### src/rtl/proc_pkg.sv
// Shared definitions for the multi-cycle processor core: FSM states, opcode
// encodings and instruction-field accessors.
package proc_pkg;

    typedef enum logic [2:0] {
        S_IDLE   = 3'd0,
        S_FETCH  = 3'd1,
        S_EXEC   = 3'd2,
        S_NEXT   = 3'd3,
        S_HALTED = 3'd4
    } state_t;

    localparam logic [4:0] OP_MOVSGPR     = 5'b00000;
    localparam logic [4:0] OP_MOV         = 5'b00001;
    localparam logic [4:0] OP_ADD         = 5'b00010;
    localparam logic [4:0] OP_SUB         = 5'b00011;
    localparam logic [4:0] OP_MUL         = 5'b00100;
    localparam logic [4:0] OP_OR          = 5'b00101;
    localparam logic [4:0] OP_AND         = 5'b00110;
    localparam logic [4:0] OP_XOR         = 5'b00111;
    localparam logic [4:0] OP_XNOR        = 5'b01000;
    localparam logic [4:0] OP_NAND        = 5'b01001;
    localparam logic [4:0] OP_NOR         = 5'b01010;
    localparam logic [4:0] OP_NOT         = 5'b01011;
    localparam logic [4:0] OP_STOREREG    = 5'b01100;
    localparam logic [4:0] OP_STOREDIN    = 5'b01101;
    localparam logic [4:0] OP_SENDDOUT    = 5'b01110;
    localparam logic [4:0] OP_LOADREG     = 5'b01111;
    localparam logic [4:0] OP_JUMP        = 5'b10000;
    localparam logic [4:0] OP_JCARRY      = 5'b10001;
    localparam logic [4:0] OP_JNOCARRY    = 5'b10010;
    localparam logic [4:0] OP_JSIGN       = 5'b10011;
    localparam logic [4:0] OP_JNOSIGN     = 5'b10100;
    localparam logic [4:0] OP_JZERO       = 5'b10101;
    localparam logic [4:0] OP_JNOZERO     = 5'b10110;
    localparam logic [4:0] OP_JOVERFLOW   = 5'b10111;
    localparam logic [4:0] OP_JNOOVERFLOW = 5'b11000;
    localparam logic [4:0] OP_HALT        = 5'b11011;

    function automatic logic [4:0] ir_op(input logic [31:0] ir);
        return ir[31:27];
    endfunction

    function automatic logic [4:0] ir_rdst(input logic [31:0] ir);
        return ir[26:22];
    endfunction

    function automatic logic [4:0] ir_rsrc1(input logic [31:0] ir);
        return ir[21:17];
    endfunction

    function automatic logic ir_imm(input logic [31:0] ir);
        return ir[16];
    endfunction

    function automatic logic [4:0] ir_rsrc2(input logic [31:0] ir);
        return ir[15:11];
    endfunction

    function automatic logic [15:0] ir_isrc(input logic [31:0] ir);
        return ir[15:0];
    endfunction

endpackage

### src/rtl/proc_fsm_core_if.sv
// Host-side bus of the core: instruction-memory load port and din/dout stream.
interface proc_fsm_core_if #(
    parameter int DW         = 16,
    parameter int IMEM_DEPTH = 16
);
    logic                          imem_we;
    logic [$clog2(IMEM_DEPTH)-1:0] imem_waddr;
    logic [31:0]                   imem_wdata;
    logic [DW-1:0]                 din;
    logic [DW-1:0]                 dout;
    logic                          dout_valid;

    modport master (
        output imem_we, imem_waddr, imem_wdata, din,
        input  dout, dout_valid
    );

    modport slave (
        input  imem_we, imem_waddr, imem_wdata, din,
        output dout, dout_valid
    );
endinterface

### src/rtl/proc_alu.sv
// Combinational ALU: result, multiply high half and the four condition flags.
module proc_alu
    import proc_pkg::*;
#(
    parameter int DW = 16
) (
    input  logic [4:0]    op,
    input  logic [DW-1:0] a,
    input  logic [DW-1:0] b,
    output logic [DW-1:0] result,
    output logic [DW-1:0] hi,
    output logic          sign,
    output logic          zero,
    output logic          carry,
    output logic          ovf
);
    logic [DW:0]     sum_s;
    logic [DW-1:0]   diff_s;
    logic [2*DW-1:0] prod_s;

    // Operation select; flags for mul come from the full double-width product
    always_comb begin
        sum_s  = {1'b0, a} + {1'b0, b};
        diff_s = a - b;
        prod_s = {{DW{1'b0}}, a} * {{DW{1'b0}}, b};
        result = {DW{1'b0}};
        hi     = {DW{1'b0}};
        carry  = 1'b0;
        ovf    = 1'b0;
        case (op)
            OP_MOV:  result = b;
            OP_ADD: begin
                result = sum_s[DW-1:0];
                carry  = sum_s[DW];
                ovf    = (a[DW-1] == b[DW-1]) && (sum_s[DW-1] != a[DW-1]);
            end
            OP_SUB: begin
                result = diff_s;
                ovf    = (a[DW-1] != b[DW-1]) && (diff_s[DW-1] != a[DW-1]);
            end
            OP_MUL: begin
                result = prod_s[DW-1:0];
                hi     = prod_s[2*DW-1:DW];
            end
            OP_OR:   result = a | b;
            OP_AND:  result = a & b;
            OP_XOR:  result = a ^ b;
            OP_XNOR: result = ~(a ^ b);
            OP_NAND: result = ~(a & b);
            OP_NOR:  result = ~(a | b);
            OP_NOT:  result = ~b;
            default: result = {DW{1'b0}};
        endcase
        sign = (op == OP_MUL) ? hi[DW-1] : result[DW-1];
        zero = (op == OP_MUL) ? (prod_s == {(2*DW){1'b0}}) : (result == {DW{1'b0}});
    end
endmodule

### src/rtl/proc_fsm_core.sv
// Three-cycle-per-instruction processor core (FETCH/EXEC/NEXT) with loadable
// instruction memory, GPR file, data memory and a din/dout stream.
module proc_fsm_core
    import proc_pkg::*;
#(
    parameter int DW         = 16,
    parameter int NREG       = 32,
    parameter int IMEM_DEPTH = 16,
    parameter int DMEM_DEPTH = 16
) (
    input  logic                          clk,
    input  logic                          sys_rst_n,
    input  logic                          start,
    proc_fsm_core_if.slave                bus,
    output logic [$clog2(IMEM_DEPTH)-1:0] pc,
    output logic                          halted,
    output logic                          sign_f,
    output logic                          zero_f,
    output logic                          carry_f,
    output logic                          ovf_f
);
    localparam int PW = $clog2(IMEM_DEPTH);
    localparam int AW = $clog2(DMEM_DEPTH);

    state_t state_r, state_next_s;

    logic [31:0]   imem [IMEM_DEPTH];
    logic [DW-1:0] gpr  [NREG];
    logic [DW-1:0] dmem [DMEM_DEPTH];

    logic [31:0]   ir_r;
    logic [PW-1:0] pc_r;
    logic          taken_r;
    logic [DW-1:0] sgpr_r;
    logic          sign_r, zero_r, carry_r, ovf_r;
    logic [DW-1:0] dout_r;
    logic          dout_valid_r;
    logic          halted_r;

    logic [4:0]    op_s, rdst_s, rsrc1_s, rsrc2_s;
    logic          imm_s;
    logic [15:0]   isrc_s;
    logic [AW-1:0] daddr_s;
    logic [DW-1:0] a_s, b_s;
    logic          exec_s, start_ok_s;

    logic          gpr_we_s, dmem_we_s, flags_we_s, sgpr_we_s, send_s, taken_s;
    logic [DW-1:0] gpr_wdata_s, dmem_wdata_s;

    logic [DW-1:0] alu_result_s, alu_hi_s;
    logic          alu_sign_s, alu_zero_s, alu_carry_s, alu_ovf_s;

    assign op_s       = ir_op(ir_r);
    assign rdst_s     = ir_rdst(ir_r);
    assign rsrc1_s    = ir_rsrc1(ir_r);
    assign rsrc2_s    = ir_rsrc2(ir_r);
    assign imm_s      = ir_imm(ir_r);
    assign isrc_s     = ir_isrc(ir_r);
    assign daddr_s    = isrc_s[AW-1:0];
    assign exec_s     = (state_r == S_EXEC);
    assign start_ok_s = start && ((state_r == S_IDLE) || (state_r == S_HALTED));

    // mov and not take their single operand from rsrc1 when not immediate
    assign a_s = gpr[rsrc1_s];
    assign b_s = imm_s ? DW'(isrc_s)
               : (((op_s == OP_MOV) || (op_s == OP_NOT)) ? gpr[rsrc1_s] : gpr[rsrc2_s]);

    proc_alu #(.DW(DW)) u_alu (
        .op     (op_s),
        .a      (a_s),
        .b      (b_s),
        .result (alu_result_s),
        .hi     (alu_hi_s),
        .sign   (alu_sign_s),
        .zero   (alu_zero_s),
        .carry  (alu_carry_s),
        .ovf    (alu_ovf_s)
    );

    // FSM state register
    always_ff @(posedge clk or negedge sys_rst_n) begin
        if (!sys_rst_n) state_r <= S_IDLE;
        else            state_r <= state_next_s;
    end

    // FSM next-state logic
    always_comb begin
        state_next_s = state_r;
        case (state_r)
            S_IDLE:   state_next_s = start ? S_FETCH : S_IDLE;
            S_FETCH:  state_next_s = S_EXEC;
            S_EXEC:   state_next_s = (op_s == OP_HALT) ? S_HALTED : S_NEXT;
            S_NEXT:   state_next_s = S_FETCH;
            S_HALTED: state_next_s = start ? S_FETCH : S_HALTED;
            default:  state_next_s = S_IDLE;
        endcase
    end

    // FSM output decode: per-opcode EXEC strobes, qualified by exec_s at use
    always_comb begin
        gpr_we_s     = 1'b0;
        gpr_wdata_s  = alu_result_s;
        dmem_we_s    = 1'b0;
        dmem_wdata_s = gpr[rsrc1_s];
        flags_we_s   = 1'b0;
        sgpr_we_s    = 1'b0;
        send_s       = 1'b0;
        taken_s      = 1'b0;
        case (op_s)
            OP_MOVSGPR: begin
                gpr_we_s    = 1'b1;
                gpr_wdata_s = sgpr_r;
            end
            OP_MOV, OP_ADD, OP_SUB, OP_MUL, OP_OR, OP_AND, OP_XOR,
            OP_XNOR, OP_NAND, OP_NOR, OP_NOT: begin
                gpr_we_s   = 1'b1;
                flags_we_s = 1'b1;
                sgpr_we_s  = (op_s == OP_MUL);
            end
            OP_STOREREG: dmem_we_s = 1'b1;
            OP_STOREDIN: begin
                dmem_we_s    = 1'b1;
                dmem_wdata_s = bus.din;
            end
            OP_SENDDOUT: send_s = 1'b1;
            OP_LOADREG: begin
                gpr_we_s    = 1'b1;
                gpr_wdata_s = dmem[daddr_s];
            end
            OP_JUMP:        taken_s = 1'b1;
            OP_JCARRY:      taken_s = carry_r;
            OP_JNOCARRY:    taken_s = !carry_r;
            OP_JSIGN:       taken_s = sign_r;
            OP_JNOSIGN:     taken_s = !sign_r;
            OP_JZERO:       taken_s = zero_r;
            OP_JNOZERO:     taken_s = !zero_r;
            OP_JOVERFLOW:   taken_s = ovf_r;
            OP_JNOOVERFLOW: taken_s = !ovf_r;
            default:        taken_s = 1'b0;
        endcase
    end

    // Instruction memory write port; FETCH reads the pre-write word
    always_ff @(posedge clk) begin
        if (bus.imem_we) imem[bus.imem_waddr] <= bus.imem_wdata;
    end

    // GPR and data-memory writes; reset forces IDLE so nothing commits after it
    always_ff @(posedge clk) begin
        if (exec_s && gpr_we_s)  gpr[rdst_s]   <= gpr_wdata_s;
        if (exec_s && dmem_we_s) dmem[daddr_s] <= dmem_wdata_s;
    end

    // Sequencing registers: IR, PC and the registered branch decision
    always_ff @(posedge clk or negedge sys_rst_n) begin
        if (!sys_rst_n) begin
            ir_r    <= 32'h0000_0000;
            pc_r    <= {PW{1'b0}};
            taken_r <= 1'b0;
        end else begin
            if (state_r == S_FETCH) ir_r <= imem[pc_r];
            if (start_ok_s)              pc_r <= {PW{1'b0}};
            else if (state_r == S_NEXT)  pc_r <= taken_r ? isrc_s[PW-1:0] : pc_r + PW'(1'b1);
            taken_r <= exec_s && taken_s;
        end
    end

    // Architectural side state and registered outputs
    always_ff @(posedge clk or negedge sys_rst_n) begin
        if (!sys_rst_n) begin
            sgpr_r       <= {DW{1'b0}};
            sign_r       <= 1'b0;
            zero_r       <= 1'b0;
            carry_r      <= 1'b0;
            ovf_r        <= 1'b0;
            dout_r       <= {DW{1'b0}};
            dout_valid_r <= 1'b0;
            halted_r     <= 1'b0;
        end else begin
            if (exec_s && sgpr_we_s) sgpr_r <= alu_hi_s;
            if (exec_s && flags_we_s) begin
                sign_r  <= alu_sign_s;
                zero_r  <= alu_zero_s;
                carry_r <= alu_carry_s;
                ovf_r   <= alu_ovf_s;
            end
            if (exec_s && send_s) dout_r <= dmem[daddr_s];
            dout_valid_r <= exec_s && send_s;
            halted_r     <= (state_next_s == S_HALTED);
        end
    end

    assign bus.dout       = dout_r;
    assign bus.dout_valid = dout_valid_r;
    assign pc             = pc_r;
    assign halted         = halted_r;
    assign sign_f         = sign_r;
    assign zero_f         = zero_r;
    assign carry_f        = carry_r;
    assign ovf_f          = ovf_r;
endmodule

### src/flat_wrapper.sv
// flat-port wrapper written by rule: the top's interface ports become plain ports
module proc_fsm_core_flat import proc_pkg::*;
#(
    parameter int DW         = 16,
    parameter int NREG       = 32,
    parameter int IMEM_DEPTH = 16,
    parameter int DMEM_DEPTH = 16
)
  (clk, sys_rst_n, start, pc, halted, sign_f, zero_f, carry_f, ovf_f, bus_imem_we, bus_imem_waddr, bus_imem_wdata, bus_din, bus_dout, bus_dout_valid);
  proc_fsm_core_if #(.DW(DW), .IMEM_DEPTH(IMEM_DEPTH)) bus_i ();
  input  logic clk;
  input  logic sys_rst_n;
  input  logic start;
  output logic [$clog2(IMEM_DEPTH)-1:0] pc;
  output logic halted;
  output logic sign_f;
  output logic zero_f;
  output logic carry_f;
  output logic ovf_f;
  input wire logic [$bits(bus_i.imem_we)-1:0] bus_imem_we;
  input wire logic [$bits(bus_i.imem_waddr)-1:0] bus_imem_waddr;
  input wire logic [$bits(bus_i.imem_wdata)-1:0] bus_imem_wdata;
  input wire logic [$bits(bus_i.din)-1:0] bus_din;
  output wire logic [$bits(bus_i.dout)-1:0] bus_dout;
  output wire logic [$bits(bus_i.dout_valid)-1:0] bus_dout_valid;
  assign bus_i.imem_we = bus_imem_we;
  assign bus_i.imem_waddr = bus_imem_waddr;
  assign bus_i.imem_wdata = bus_imem_wdata;
  assign bus_i.din = bus_din;
  assign bus_dout = bus_i.dout;
  assign bus_dout_valid = bus_i.dout_valid;
  proc_fsm_core #(.DW(DW), .NREG(NREG), .IMEM_DEPTH(IMEM_DEPTH), .DMEM_DEPTH(DMEM_DEPTH)) u_core (.clk(clk), .sys_rst_n(sys_rst_n), .start(start), .bus(bus_i), .pc(pc), .halted(halted), .sign_f(sign_f), .zero_f(zero_f), .carry_f(carry_f), .ovf_f(ovf_f));
endmodule
### config.mk
export PLATFORM = sky130hd
export DESIGN_NAME = proc_fsm_core_flat
export DESIGN_NICKNAME = d
export VERILOG_FILES = /design/src/rtl/proc_pkg.sv /design/src/rtl/proc_fsm_core_if.sv /design/src/rtl/proc_alu.sv /design/src/rtl/proc_fsm_core.sv /design/src/flat_wrapper.sv
export SDC_FILE = /design/constraint.sdc
export NUM_CORES = 2
export LEC_CHECK = 0
export BUFFER_PORTS_ARGS = -buffer_cell sky130_fd_sc_hd__buf_2
export CELL_PAD_IN_SITES_DETAIL_PLACEMENT = 0
export CELL_PAD_IN_SITES_GLOBAL_PLACEMENT = 2
export CORE_UTILIZATION = 43
export DETAILED_ROUTE_END_ITERATION = 8
export MAX_ROUTING_LAYER = met4
export PLACE_DENSITY_LB_ADDON = 0.1
export SETUP_SLACK_MARGIN = 0.5
export SKIP_LAST_GASP = 1
export SLEW_MARGIN = 20
export SYNTH_ARGS = -nofsm -noshare
export SYNTH_HDL_FRONTEND = slang
export SYNTH_SLANG_ARGS = --single-unit
### constraint.sdc
create_clock -name clk -period 12.53 [get_ports clk]
set_input_delay 0.6265 -clock clk [delete_from_list [all_inputs] [get_ports clk]]
set_output_delay 0.6265 -clock clk [all_outputs]
set_load 0.005 [all_outputs]
# ---- After elaboration in Yosys (flattened, before gate mapping)
# Memories as Yosys holds them, arrays and structs flattened. A register that Yosys moved wholly into a read port is not among the register bits.
# Cells that the tools add are included.
dict set report word_totals {
  wordCells 112
  ramBits 1280
  input_bits 56
  regBits 46
  memories 3
  out_inout_bits 26
}
# memory depth word_bits read_ports rd_ports_with_merged_regs write_ports line
set memory_table {}
lappend memory_table {u_core.gpr 32 16 2 0 1 proc_fsm_core.sv:28} ;# logic [DW-1:0] gpr [NREG];
lappend memory_table {u_core.imem 16 32 1 1 1 proc_fsm_core.sv:27} ;# logic [31:0] imem [IMEM_DEPTH];
lappend memory_table {u_core.dmem 16 16 1 0 1 proc_fsm_core.sv:29} ;# logic [DW-1:0] dmem [DMEM_DEPTH];
dict set report op_classes {
  bitwise_logic 7
  reduce_logical 24
  add_sub_neg 3
  n_eq_ne 34
  mul 1
  muxes 29
}
# op n
set ops {}
lappend ops {{$pmux 16 s11} 1}
lappend ops {{$mux 16} 4}
lappend ops {{$not 16->16} 4}
lappend ops {{$eq 5x5->1 const B} 10}
lappend ops {{$eq 5x4->1 const B} 8}
lappend ops {{$logic_not 32->1} 1}
lappend ops {{$mul 16x16->32} 1}
lappend ops {{$pmux 16 s2} 1}
lappend ops {{$eq 5x3->1 const B} 4}
lappend ops {{$add 16x16->17} 1}
lappend ops {{$and 16x16->16} 1}
lappend ops {{$logic_not 16->1} 1}
lappend ops {{$or 16x16->16} 1}
lappend ops {{$sub 16x16->16} 1}
lappend ops {{$xor 16x16->16} 1}
lappend ops {{$mux 1} 15}
lappend ops {{$pmux 3 s5} 1}
lappend ops {{$reduce_or 13->1} 1}
lappend ops {{$mux 4} 3}
lappend ops {{$reduce_or 11->1} 1}
lappend ops {{$eq 5x2->1 const B} 2}
lappend ops {{$logic_and 1x1->1} 9}
lappend ops {{$pmux 1 s9} 1}
lappend ops {{$eq 3x2->1 const B} 2}
lappend ops {{other kinds (14)} 23}

# ---- Logic depth before layout (Yosys ltp)
dict set report depth {
  word_depth 9
  depth_mapped 41
  depth_no_buf 33
}

# ---- Cells and area by module
# From an unflattened synthesis, not the netlist that was laid out.
dict set report hier_totals {
  hier_cells 4513
  area_unflattened_um2 68879.8
}
# mod area_per_inst_um2 seq_area_each_um2 cells_each n_inst
set modules_own_cells {}
lappend modules_own_cells {proc_fsm_core 57141.1 40388.7 2971 1}
lappend modules_own_cells {proc_alu 11738.8 0.0 1542 1}

# ---- Worst setup path before layout
# No wires, ideal clock.
dict set report synth_path {
  kind {flip-flop to flip-flop}
  start {register u_core.ir_r[11], read port of u_core.imem}
  end {memory u_core.gpr[0][15] (data pin)}
  t_arrival_ns 8.681
  stages_incl_launch_ff 31
  n_path_buf 7
  required_time_ns 12.153
  period_less_slack_ns 9.057
  setup_time_ns 0.377
  setup_slack_ns 3.473
  cell_sequence {dfrtp_1 buf_2 buf_4 buf_2 buf_4 buf_2 mux4_2 mux4_2 mux2i_1 a211oi_1 a21oi_1 buf_2 nor2_1 fa_1 inv_1 fa_1 inv_1 fa_1 fa_1 fa_1 inv_1 fa_1 inv_1 ha_1 clkbuf_1 and3_1 o21ai_0 a21o_1 and2_1 o311a_1 o211ai_1}
}
dict set report synth_via {
  elab_chain_cells 7
  elab_cells_between_ends 15
  cone_classes {add/sub: 2; mul: 1; mux: 4; bitwise: 7; memory: 1}
}
# item line
set synth_rtl {}
lappend synth_rtl {{start, declared} proc_fsm_core.sv:31} ;# logic [31:0] ir_r;
lappend synth_rtl {{$mem_v2 32x16} --}
lappend synth_rtl {{$mux 16} proc_fsm_core.sv:66} ;# : (((op_s == OP_MOV) || (op_s == OP_NOT)) ? gpr[rsrc1_s] : gpr[rsrc2_s]);
lappend synth_rtl {{$mux 16 *} proc_fsm_core.sv:65} ;# assign b_s = imm_s ? DW'(isrc_s)
lappend synth_rtl {{parallel branches: the longest is 2 deep, another holds $mul 16x16->32} --}
lappend synth_rtl {{$pmux 16 s11 *} proc_alu.sv:30} ;# case (op)
lappend synth_rtl {{$pmux 16 s2 *} proc_fsm_core.sv:109} ;# case (op_s)
lappend synth_rtl {{via u_core.gpr_wdata_s[15]} proc_fsm_core.sv:48} ;# logic [DW-1:0] gpr_wdata_s, dmem_wdata_s;
lappend synth_rtl {{end, declared} proc_fsm_core.sv:28}
# Mark *: on every way through the listed nets, which the timed path passes.

# ---- Worst setup path after layout
dict set report layout_path {
  start {register u_core.ir_r[18], read port of u_core.imem}
  end {register u_core.zero_r, in the netlist u_core.zero_f}
}
dict set report layout_via {
  elab_chain_cells 8
  elab_cells_between_ends 17
  cone_classes {add/sub: 2; mul: 1; mux: 4; bitwise: 7; reduce/logical: 2; memory: 1}
}
# item line
set layout_rtl {}
lappend layout_rtl {{$mem_v2 32x16 *} --}
lappend layout_rtl {{parallel branches: the longest is 6 deep, another holds $mul 16x16->32} --}
lappend layout_rtl {{$mux 1 *} proc_alu.sv:55} ;# zero = (op == OP_MUL) ? (prod_s == {(2*DW){1'b0}}) : (result == {DW{1'b0}});
lappend layout_rtl {{end signal, assigned} proc_fsm_core.sv:183} ;# zero_r <= alu_zero_s;
lappend layout_rtl {{end, declared} proc_fsm_core.sv:35} ;# logic sign_r, zero_r, carry_r, ovf_r;
# Mark *: on every way between the ends.
# A chain may end at the register's enable or synchronous reset.

==> summary.md <==
| Metric | Value |
|---|---|
| Max-slew violations | 0 |
| Vias per std cell | 6.15 |
| Adder and majority gate portion of the synthesized area | 0.0854 |
| Placed insts | 6349 |
| Maxcap violations | 0 |
| Initial antenna violation count | 10 |
| CTS buffer count | 148 |
| Synth Area in Compound Gates | 0.0544 |
| Starting density of the core | 0.435 |
| Buffers on Ports | 81 |
| CTS Buffer Depth | 3 |
| Chip height | 401 um |
| Residual DRC count | 0 |
| Worst Path Arrival | 11.74 ns |
| Post-synth cell types | 93 |
| Die Span X | 401 um |
| Kind of end point of the critical path | flop |
| First-pass GRT wire length | 313000 um |
| Fill cell count | 13279 |
| Syn Nets | 4680 |
| Hold WC Path Type | in -> reg |
| Yosys warnings | 0 |
| Clock transition at path regs | 0.06 ns |
| Post-route ant nets | 0 |
| Synthesized cell area | approximately 68000 um^2 |
| Cts repair resizes | 0 |
| Routed wire length | 219000 um |
| Critical Path Fanout Max | 93 |
| Syn-to-layout area delta | 12.2% |
| # IOs | 82 |
| Mapped Cells | around 4300 |
| GPL Wtd Cong | between 0.9 and 1 |
| RSZ-0062 raised after global routing | false |
| Largest family of logic cells by synthesized area | multiplexers |
| Skew final | 0.0593 ns |
| Drt pass-1 iters | 5 |
| Most frequent cells in the layout | edfxtp_1 (1280), mux4_2 (447), nand2_1 (288) |
| Worst rel slew slack | 0.207 |
| Fin crit share | 0.881 |
| Worst Setup Path Type | reg -> reg |
| Fin Setup TNS | 0 ns |
| Clock Tree Root | clkbuf_16 |
| Simple-gate area share of the yosys netlist | 0.0577 |
| CTS Sinks | 1358 |
| Main synth FF type | edfxtp_1 |
| Largest stage delay, worst path | 0.95 ns |
| DP HPWL | 145000 um |
| Final setup violation count | 0 |
| Area of the multi-input gates | 26100 um^2 |
| TritonCTS clock tree | done |
| Post-CTS Setup Inserts | 0 |
| Vias | 40738 |
| Layout cells sized above 1 | 0.240 |
| Net count, final | 4847 |
| Worst Tran Pin Value | 1.19 ns |
| Row count | between 100 and 150 |
| Seq. cell area | 40400 um^2 |
| Vias in the first global route | 41616 |
| Final min period | about 11 ns |
| Iteration-0 DRC Markers | 4244 |
| Largest net degree at the start of global routing | 100 |
| Post-synthesis sequential area ratio | 0.591 |
| Async SR Flop Fraction | 0.0574 |
| Post-synthesis mux area share | 0.176 |
| Placeable Area | 157000 um^2 |
| Worst slack at placement | around 1.7 ns |
| Final hold violations | 0 |
| Worst Path Required | 13.22 ns |
| Fraction of synthesized cell area in xor and xnor cells | 0.00321 |
| Worst-skew pair later-pin latency | 0.81 ns |
| Die Area | between 150000 and 200000 um^2 |
| Post-route insts no fill | 6620 |
| Synth Register Bits | 1358 |
| Slowest stage cell on the critical path | a2111oi_0 |
| H-tree levels | 4 |
| Avg Inst Size Synth | roughly 16 um^2 |
| Commonest non-fill, non-tap cell in the layout | edfxtp_1 |
| Crit-path most repeated cell | fa_1 |
| Setup ws final | 1.49 ns |
| Outcome | finished clean |
| Wire per inst | 33.1 um |
| All-Layer GR Usage | 0.282 |
| Startpoint Class | flop |
| GRT Residual Overflow | 0 |
| Highest clock rate | 0.0905 GHz |
| Post-synth EDFFs | around 1300 |
==> metal layers <==
layer	routed length (um)	vias to the layer above	GRT usage
li1	-	17000	-
met4	6240	0	0.0791
met3	14200	331	0.0407
met2	103000	1578	0.436
met5	0	-	-
met1	95300	21829	0.392
==> worst paths after layout <==
kind | depth (start not counted) | end | startpoint | slack [ns]
setup / recovery | 31 | u_core.zero_f | u_core.ir_r[18] | 1.49
hold / removal | 1 | u_core.imem[10][21] | bus_imem_wdata[21] | 0.19
setup reg to reg | 31 | u_core.zero_f | u_core.ir_r[18] | 1.49
hold reg to reg | 2 | u_core.sgpr_r[15] | u_core.sgpr_r[15] | 0.48
max in group asynchronous | 3 | u_core.ir_r[11] | sys_rst_n | 10.92
min in group asynchronous | 2 | u_core.bus.dout[1] | sys_rst_n | 0.39
==> synthesized netlist by cell type (13+ instances only) <==
library cell  instances  area [um^2]
nand4_1              21          131
mux2i_1             128         1280
a21oi_1             111          556
dfrtp_1              78         1950
a221o_1              17          170
fa_1                195         3900
mux2_2               47          529
nand2b_1             29          181
nand3b_1             15          113
a22oi_1              57          428
inv_1               266          998
a211oi_1             34          255
nand3_1              41          205
nor2b_1              32          200
o211ai_1             17          128
nor2_1              284         1070
o21ai_0              94          470
a21o_1               17          128
clkbuf_1            152          571
nand2_1             290         1090
o221ai_1             13          114
ha_1                154         1930
buf_2                41          205
a221oi_1             24          210
a31oi_1              14         87.6
edfxtp_1           1280        38400
and3_1               19          119
buf_4                15          113
and2_1               15         93.8
xnor2_1              17          149
mux4_2              447        10100
buf_1                27          101
nor3_1               49          245
==> cell type report <==
class / instances / share of cell area
diodes: 6 / 0.000196
clock buffers: 183 / 0.0500
clock inverters: 81 / 0.0109
inverters: 281 / 0.0138
multi-input cells: 2390 / 0.340
flip-flops and latches: 1358 / 0.528
well taps: 2058 / 0.0336
repair buffers: 263 / 0.0235
==> worst max-delay path: cells and delay by family (launching register included) <==
family	cells	cell delay, ns
buffers and inverters	7	1.44
XOR/XNOR	1	0.22
AO/OA/AOI/OAI	10	3.64
AND/OR/NAND/NOR	5	0.93
flip-flops	1	0.64
multiplexers	1	0.59
adder cells (fa/ha/maj)	7	3.16
==> timing repair <==
action | 4_1_cts | 5_1_grt
endpoints found under the hold margin | 37 | 0
hold buffers | 1 | 0
setup endpoints to repair | 0 | 0
==> logic make-up after synthesis <==
| logic type | Yosys count |
|---|---|
| and+or+nand+nor | 860 |
| muxes | 627 |
| AOI/OAI and AO/OA | 529 |
| adders and majority gates | 349 |
| buffers and inverters | 527 |
| xor gates and xnor gates | 25 |
| DFF | 1358 |
==> through the flow <==
| stage | cell area [um^2] | hold slack (ns) | utilization |
|---|---|---|---|
| CTS | 76600 | 0.142 | 0.488 |
| finish | 76600 | 0.193 | 0.488 |
| global route | 76600 | 0.173 | 0.488 |
| detailed placement | 71900 | 0.475 | 0.458 |
| floorplan | 68300 | 0.331 | - |
| global placement | 71900 | 0.466 | 0.458 |
==> registers in the layout (all words and copies together), names as in the netlist <==
register / cells
u_core.ir_r: 32
u_core.imem: 512
u_core.sgpr_r: 16
u_core.pc: 4
u_core.taken_r: 1
u_core.zero_f: 1
u_core.dmem: 256
u_core.ovf_f: 1
u_core.sign_f: 1
u_core.bus.dout_valid: 1
u_core.gpr: 512
u_core.bus.dout: 16
u_core.carry_f: 1
u_core.halted: 1
u_core.state_r: 3
Power is not shown: default switching activity piles up to over one toggle a cycle in this logic, so the estimate is an artifact.
